**src/rtl/bcd_display_scan.sv**
```systemverilog
// bcd_display_scan
//   Multiplexed 7-segment driver. Holds a sign+BCD word in a shadow register
//   and scans one digit at a time onto a shared active-low segment bus.
//   Decodes the sign nibble, optionally blanks leading zeros, and blinks the
//   whole display while the sign code reports overflow.
//
// Ports
//   clk       system clock, rising edge
//   rst       asynchronous reset, active-high
//   BCD_IN    packed word: MS nibble = sign code, remaining nibbles = BCD
//             magnitude with digit 0 in the LS nibble
//   load      capture BCD_IN into the shadow register
//   lz_blank  1 = blank leading zeros of the magnitude
//   SEG       segments {g,f,e,d,c,b,a}, active-low, registered
//   AN        digit enables, one-hot active-low, bit k = digit k, registered
//   ovf       registered flag: shadow sign code is the overflow code (4'hb)

module bcd_display_scan #(
    parameter int DIGITS       = 6,
    parameter int REFRESH_DIV  = 50000,
    parameter int BLINK_FRAMES = 64
) (
    input  logic                  clk,
    input  logic                  rst,
    input  logic [4*DIGITS-1:0]   BCD_IN,
    input  logic                  load,
    input  logic                  lz_blank,
    output logic [6:0]            SEG,
    output logic [DIGITS-1:0]     AN,
    output logic                  ovf
);

    localparam int PW = $clog2(REFRESH_DIV);
    localparam int IW = $clog2(DIGITS);
    localparam int BW = (BLINK_FRAMES > 1) ? $clog2(BLINK_FRAMES) : 1;

    localparam logic [PW-1:0] PRE_LAST = PW'(REFRESH_DIV - 1);
    localparam logic [IW-1:0] IDX_LAST = IW'(DIGITS - 1);
    localparam logic [BW-1:0] BLK_LAST = BW'(BLINK_FRAMES - 1);

    localparam logic [3:0] SIGN_NEG = 4'ha;
    localparam logic [3:0] SIGN_OVF = 4'hb;
    localparam logic [6:0] SEG_OFF  = 7'h7F;

    logic [4*DIGITS-1:0] shadow;
    logic [PW-1:0]       presc;
    logic [IW-1:0]       idx;
    logic [BW-1:0]       blink_cnt;
    logic                blink_ph;

    logic [3:0]          sign;
    logic [3:0]          nib;
    logic [DIGITS-2:0]   zero_above;
    logic                all_zero;
    logic [6:0]          seg_dec;
    logic [6:0]          seg_next;
    logic [DIGITS-1:0]   an_next;

    assign sign = shadow[4*DIGITS-1 -: 4];
    assign nib  = shadow[4*idx +: 4];

    // Shadow capture, digit prescaler, scan index and blink timing.
    always_ff @(posedge clk or posedge rst) begin
        if (rst) begin
            shadow    <= {4'hc, {(4*(DIGITS-1)){1'b0}}};
            presc     <= '0;
            idx       <= '0;
            blink_cnt <= '0;
            blink_ph  <= 1'b0;
        end else begin
            if (load)
                shadow <= BCD_IN;
            if (presc == PRE_LAST) begin
                presc <= '0;
                if (idx == IDX_LAST) begin
                    idx <= '0;
                    // Frame boundary: blink timing runs whatever the sign is.
                    if (blink_cnt == BLK_LAST) begin
                        blink_cnt <= '0;
                        blink_ph  <= ~blink_ph;
                    end else begin
                        blink_cnt <= blink_cnt + 1'b1;
                    end
                end else begin
                    idx <= idx + 1'b1;
                end
            end else begin
                presc <= presc + 1'b1;
            end
        end
    end

    // zero_above[k] is set when magnitude digit k and every magnitude digit
    // above it are zero, i.e. digit k is a leading zero.
    always_comb begin
        zero_above = '0;
        all_zero   = 1'b1;
        for (int k = DIGITS - 2; k >= 0; k--) begin
            all_zero      = all_zero & (shadow[4*k +: 4] == 4'h0);
            zero_above[k] = all_zero;
        end
    end

    always_comb begin
        case (nib)
            4'd0:    seg_dec = 7'h40;
            4'd1:    seg_dec = 7'h79;
            4'd2:    seg_dec = 7'h24;
            4'd3:    seg_dec = 7'h30;
            4'd4:    seg_dec = 7'h19;
            4'd5:    seg_dec = 7'h12;
            4'd6:    seg_dec = 7'h02;
            4'd7:    seg_dec = 7'h78;
            4'd8:    seg_dec = 7'h00;
            4'd9:    seg_dec = 7'h10;
            default: seg_dec = SEG_OFF;
        endcase
    end

    always_comb begin
        seg_next = SEG_OFF;
        if (idx == IDX_LAST) begin
            case (sign)
                SIGN_NEG: seg_next = 7'b0111111;
                SIGN_OVF: seg_next = 7'b0000110;
                default:  seg_next = SEG_OFF;
            endcase
        end else if (lz_blank && (idx != '0) && zero_above[idx]) begin
            seg_next = SEG_OFF;
        end else begin
            seg_next = seg_dec;
        end
        // Blink blanks segments only; the digit enables keep scanning.
        if (sign == SIGN_OVF && blink_ph)
            seg_next = SEG_OFF;
    end

    assign an_next = ~(DIGITS'(1) << idx);

    always_ff @(posedge clk or posedge rst) begin
        if (rst) begin
            SEG <= SEG_OFF;
            AN  <= '1;
            ovf <= 1'b0;
        end else begin
            SEG <= seg_next;
            AN  <= an_next;
            ovf <= (sign == SIGN_OVF);
        end
    end

endmodule

```
**config.mk**
```make
export PLATFORM = sky130hd
export DESIGN_NAME = bcd_display_scan
export DESIGN_NICKNAME = d
export VERILOG_FILES = /design/src/rtl/bcd_display_scan.sv
export SDC_FILE = /design/constraint.sdc
export NUM_CORES = 1
export LEC_CHECK = 0
export BUFFER_PORTS_ARGS = -buffer_cell sky130_fd_sc_hd__clkbuf_2
export CAP_MARGIN = 20
export CORE_ASPECT_RATIO = 0.8
export CORE_UTILIZATION = 55
export CTS_BUF_LIST = sky130_fd_sc_hd__clkbuf_4 sky130_fd_sc_hd__clkbuf_8
export CTS_CLUSTER_DIAMETER = 50
export DETAILED_ROUTE_END_ITERATION = 8
export PLACE_DENSITY = 0.8
export SETUP_SLACK_MARGIN = 0.05
export SYNTH_ARGS = -nofsm -noshare
export SYNTH_HDL_FRONTEND = slang
export SYNTH_SLANG_ARGS = --single-unit
```
**constraint.sdc**
```tcl
create_clock -name clk -period 2.4 [get_ports clk]
set_clock_uncertainty 0.1 [all_clocks]
set_input_delay 0.48 -clock clk [delete_from_list [all_inputs] [get_ports clk]]
set_output_delay 0.48 -clock clk [all_outputs]
set_load 0.01 [all_outputs]
```
==> results.py <==
metrics = {
    "die": {
        "initial_core_util_pct": 57.2,
        "die_y_microns": 69.4,
        "die_area_sq_mm": 0.00599,
        "rows": 24,
        "top_level_ports": 42,
        "die_w_microns": 86.3,
        "coreArea_sq_mm": 0.00547,
    },
    "route": {
        "dr.pass1.iters": 4,
        "wl_per_cell_microns": 14.2,
        "antenna_left": 0,
        "routed_wl_mm": 5.83,
        "drt-initial-drc-count": 84,
        "drc": 0,
        "via_count": 2155,
        "drt-vias-per-instance": 5.26,
    },
    "timing": {
        "fin_crit_ns": 2.16,
        "finalHoldWorstSlack_ns": 0.0830,
        "tns_ns": 0,
        "maxSlewViolCount": 0,
        "rsz0062_at_grt": "false",
        "period_share_pct": 90.0,
        "fmax_mhz": 463,
        "relSlewSlack_pct": 61.2,
        "finalHoldViolCount": 0,
        "tightest_slew_ns": 0.583,
        "setup_violations": 0,
    },
    "clock_network": {
        "clock_sinks": 64,
        "clock_path_buffers": 2,
        "clkSlewWorstSetupHoldPaths_ns": 0.07,
        "cts_buffers": 9,
        "worst_skew_pair.late_latency_ns": 0.34,
        "htreeDepth": 3,
        "hold_buffers": 0,
        "cts_tree": "yes",
        "cts_root_buf": "clkbuf_8",
    },
    "synth": {
        "synth_top_area_cell": "dfrtp_1",
        "yosysTopAreaCellShare_pct": 39.2,
        "syn_avg_cell_area_sq_um": 11.2,
        "synth-async-reset-ratio_pct": 100,
        "synthesis.nets": 315,
        "yosysWarningCount": 0,
        "synth_ff_type": "dfrtp_1",
        "synth_common_cells": "dfrtp_1 (49), mux2_2 (26), nand2_1 (26)",
        "synth-seq-cells": 64,
        "synth-seq-area-share_pct": 51.8,
        "syn_inst": 279,
        "yosys-top-cells-area": "dfrtp_1 (39%), dfstp_2 (13%), mux2_2 (9.4%)",
        "synth_edf_count": 0,
        "netlist_area_sq_mm": 0.00313,
        "yosysMostFrequentCell": "dfrtp_1",
        "yosysUniqueCellTypes": 48,
    },
    "setup_path": {
        "crit_fanout": 10,
        "cp.required_ns": 2.55,
        "arrival_ns": 2.31,
        "start_kind": "flip-flop",
        "end_kind": "flip-flop",
        "path_class": "reg -> reg",
    },
    "place": {
        "dp_hpwl_mm": 4.25,
        "place_area_sq_mm": 0.00343,
        "place.gp.congestion": 0.940,
        "portBuffers": 41,
    },
    "global_route": {
        "antenna_found_initial": 0,
        "grt_start_max_net_pins": 65,
        "grt_usage_pct": 22.6,
        "grt_pass1_wl_mm": 10.2,
        "grt_overflow_total": 0,
        "grt_pass1_vias": 2171,
    },
    "run_status": {
        "status": "complete, no violations",
    },
    "final_layout": {
        "multiInputGateArea_sq_mm": 0.00139,
        "fin_area_sq_mm": 0.00362,
        "diodes": 0,
        "register_area_sq_mm": 0.00162,
        "fillers": 434,
        "syn2layout_area_growth_pct": 15.7,
        "nNetsFinal": 363,
        "drive_gt1_share_pct": 34.9,
    },
    "pwr": {
        "ir_drop_v": 0.000419,
        "leakage_nw": 1.65,
        "power_density_mw_per_mm2": 637,
    },
    "hold_path": {
        "min_path_type": "in -> async",
    },
    "job": {
        "maxCapViolCount": 0,
    },
}
[registers in the layout (all words and copies together), names as in the netlist]
register,count
AN,6
SEG,7
blink_cnt,6
blink_ph,1
idx,3
ovf,1
presc,16
shadow,24
[kinds of logic after synthesis]
logic type / share of synthesized area, %
buffers and inverters: 3.84
adder cells (fa/ha/maj): 3.20
AND/OR/NAND/NOR: 16.2
AO/OA/AOI/OAI: 6.12
flip-flops: 51.8
XOR/XNOR: 5.32
multiplexers: 13.5
[routing by layer]
layer / track usage [%] / part of all wire (%)
met1: 30.5 / 48
met2: 33.5 / 46
met3: 8.10 / 4.5
met4: 8.52 / 1.5
met5: 0 / 0
[layout by cell type (no fill, tap or decap), drive strengths merged, types with 2 or more instances in the layout]
cell type | Yosys | layout
nor4bb | 2 | 2
a22oi | 2 | 2
a21oi | 4 | 4
nor3 | 10 | 10
nand3 | 9 | 9
and3 | 6 | 6
ha | 8 | 8
nand2 | 26 | 26
inv | 10 | 10
dfrtp | 49 | 49
xnor2 | 9 | 9
mux2i | 9 | 9
nand4 | 2 | 2
o211ai | 3 | 3
buf | 8 | 9
nor2 | 24 | 24
a31oi | 2 | 2
nor2b | 3 | 3
o31ai | 3 | 3
dfstp | 15 | 15
and2 | 3 | 3
mux2 | 29 | 29
clkbuf | 5 | 56
o21ai | 9 | 9
xor2 | 10 | 10
nand2b | 2 | 2
nor4 | 4 | 4
[final cells by class]
class                   instances  share of cell area (%)
clock buffers                  15                    5.02
clock inverters                 1                   0.138
inverters                      10                    1.11
multi-input cells             192                    38.3
flip-flops and latches         64                    44.8
well taps                      78                    2.70
repair buffers                 50                    7.89
[worst paths after layout]
| path | from | end | slack (ns) | cells after the start |
|---|---|---|---|---|
| max | idx[0] | SEG[4] | 0.24 | 5 |
| min | rst | blink_cnt[5] | 0.08 | 3 |
| max reg2reg | idx[0] | SEG[4] | 0.24 | 5 |
| min reg2reg | blink_cnt[5] | blink_cnt[5] | 0.38 | 1 |
| max in group asynchronous | rst | shadow[23] | 1.80 | 3 |
| min in group clk | BCD_IN[19] | shadow[19] | 0.27 | 2 |
[metrics by stage]
stage / utilization, % / instances / setup slack [ns] / power [mW]
4_1_cts: 66.1 / 410 / 0.221 / 2.33
2_1_floorplan: - / 279 / 0.247 / 1.37
3_3_place_gp: 62.7 / 394 / 0.314 / 1.46
5_1_grt: 66.2 / 410 / 0.123 / 2.42
6_report: 66.2 / 410 / 0.241 / 2.30
3_5_place_dp: 62.7 / 394 / 0.230 / 1.47
[what timing repair did]
action / in CTS / in global routing
setup buffers: 0 / 0
setup endpoints to repair: 0 / 1
resized for setup: 0 / 1
[report_power, final]
part,leakage [nW],internal [mW],switching [mW]
combinational,0.770,0.126,0.122
clock,0.101,0.477,0.381
sequential,0.776,1.16,0.0408
total,1.65,1.76,0.543
[critical path, cell delays in order, from the launching register on]
cell and delay (ns):
dfrtp_1 0.55, mux2_4 0.34, a222oi_1 0.33, buf_4 0.24, mux2_2 0.35, a22oi_1 0.17
(Power assumes the default switching activity.)
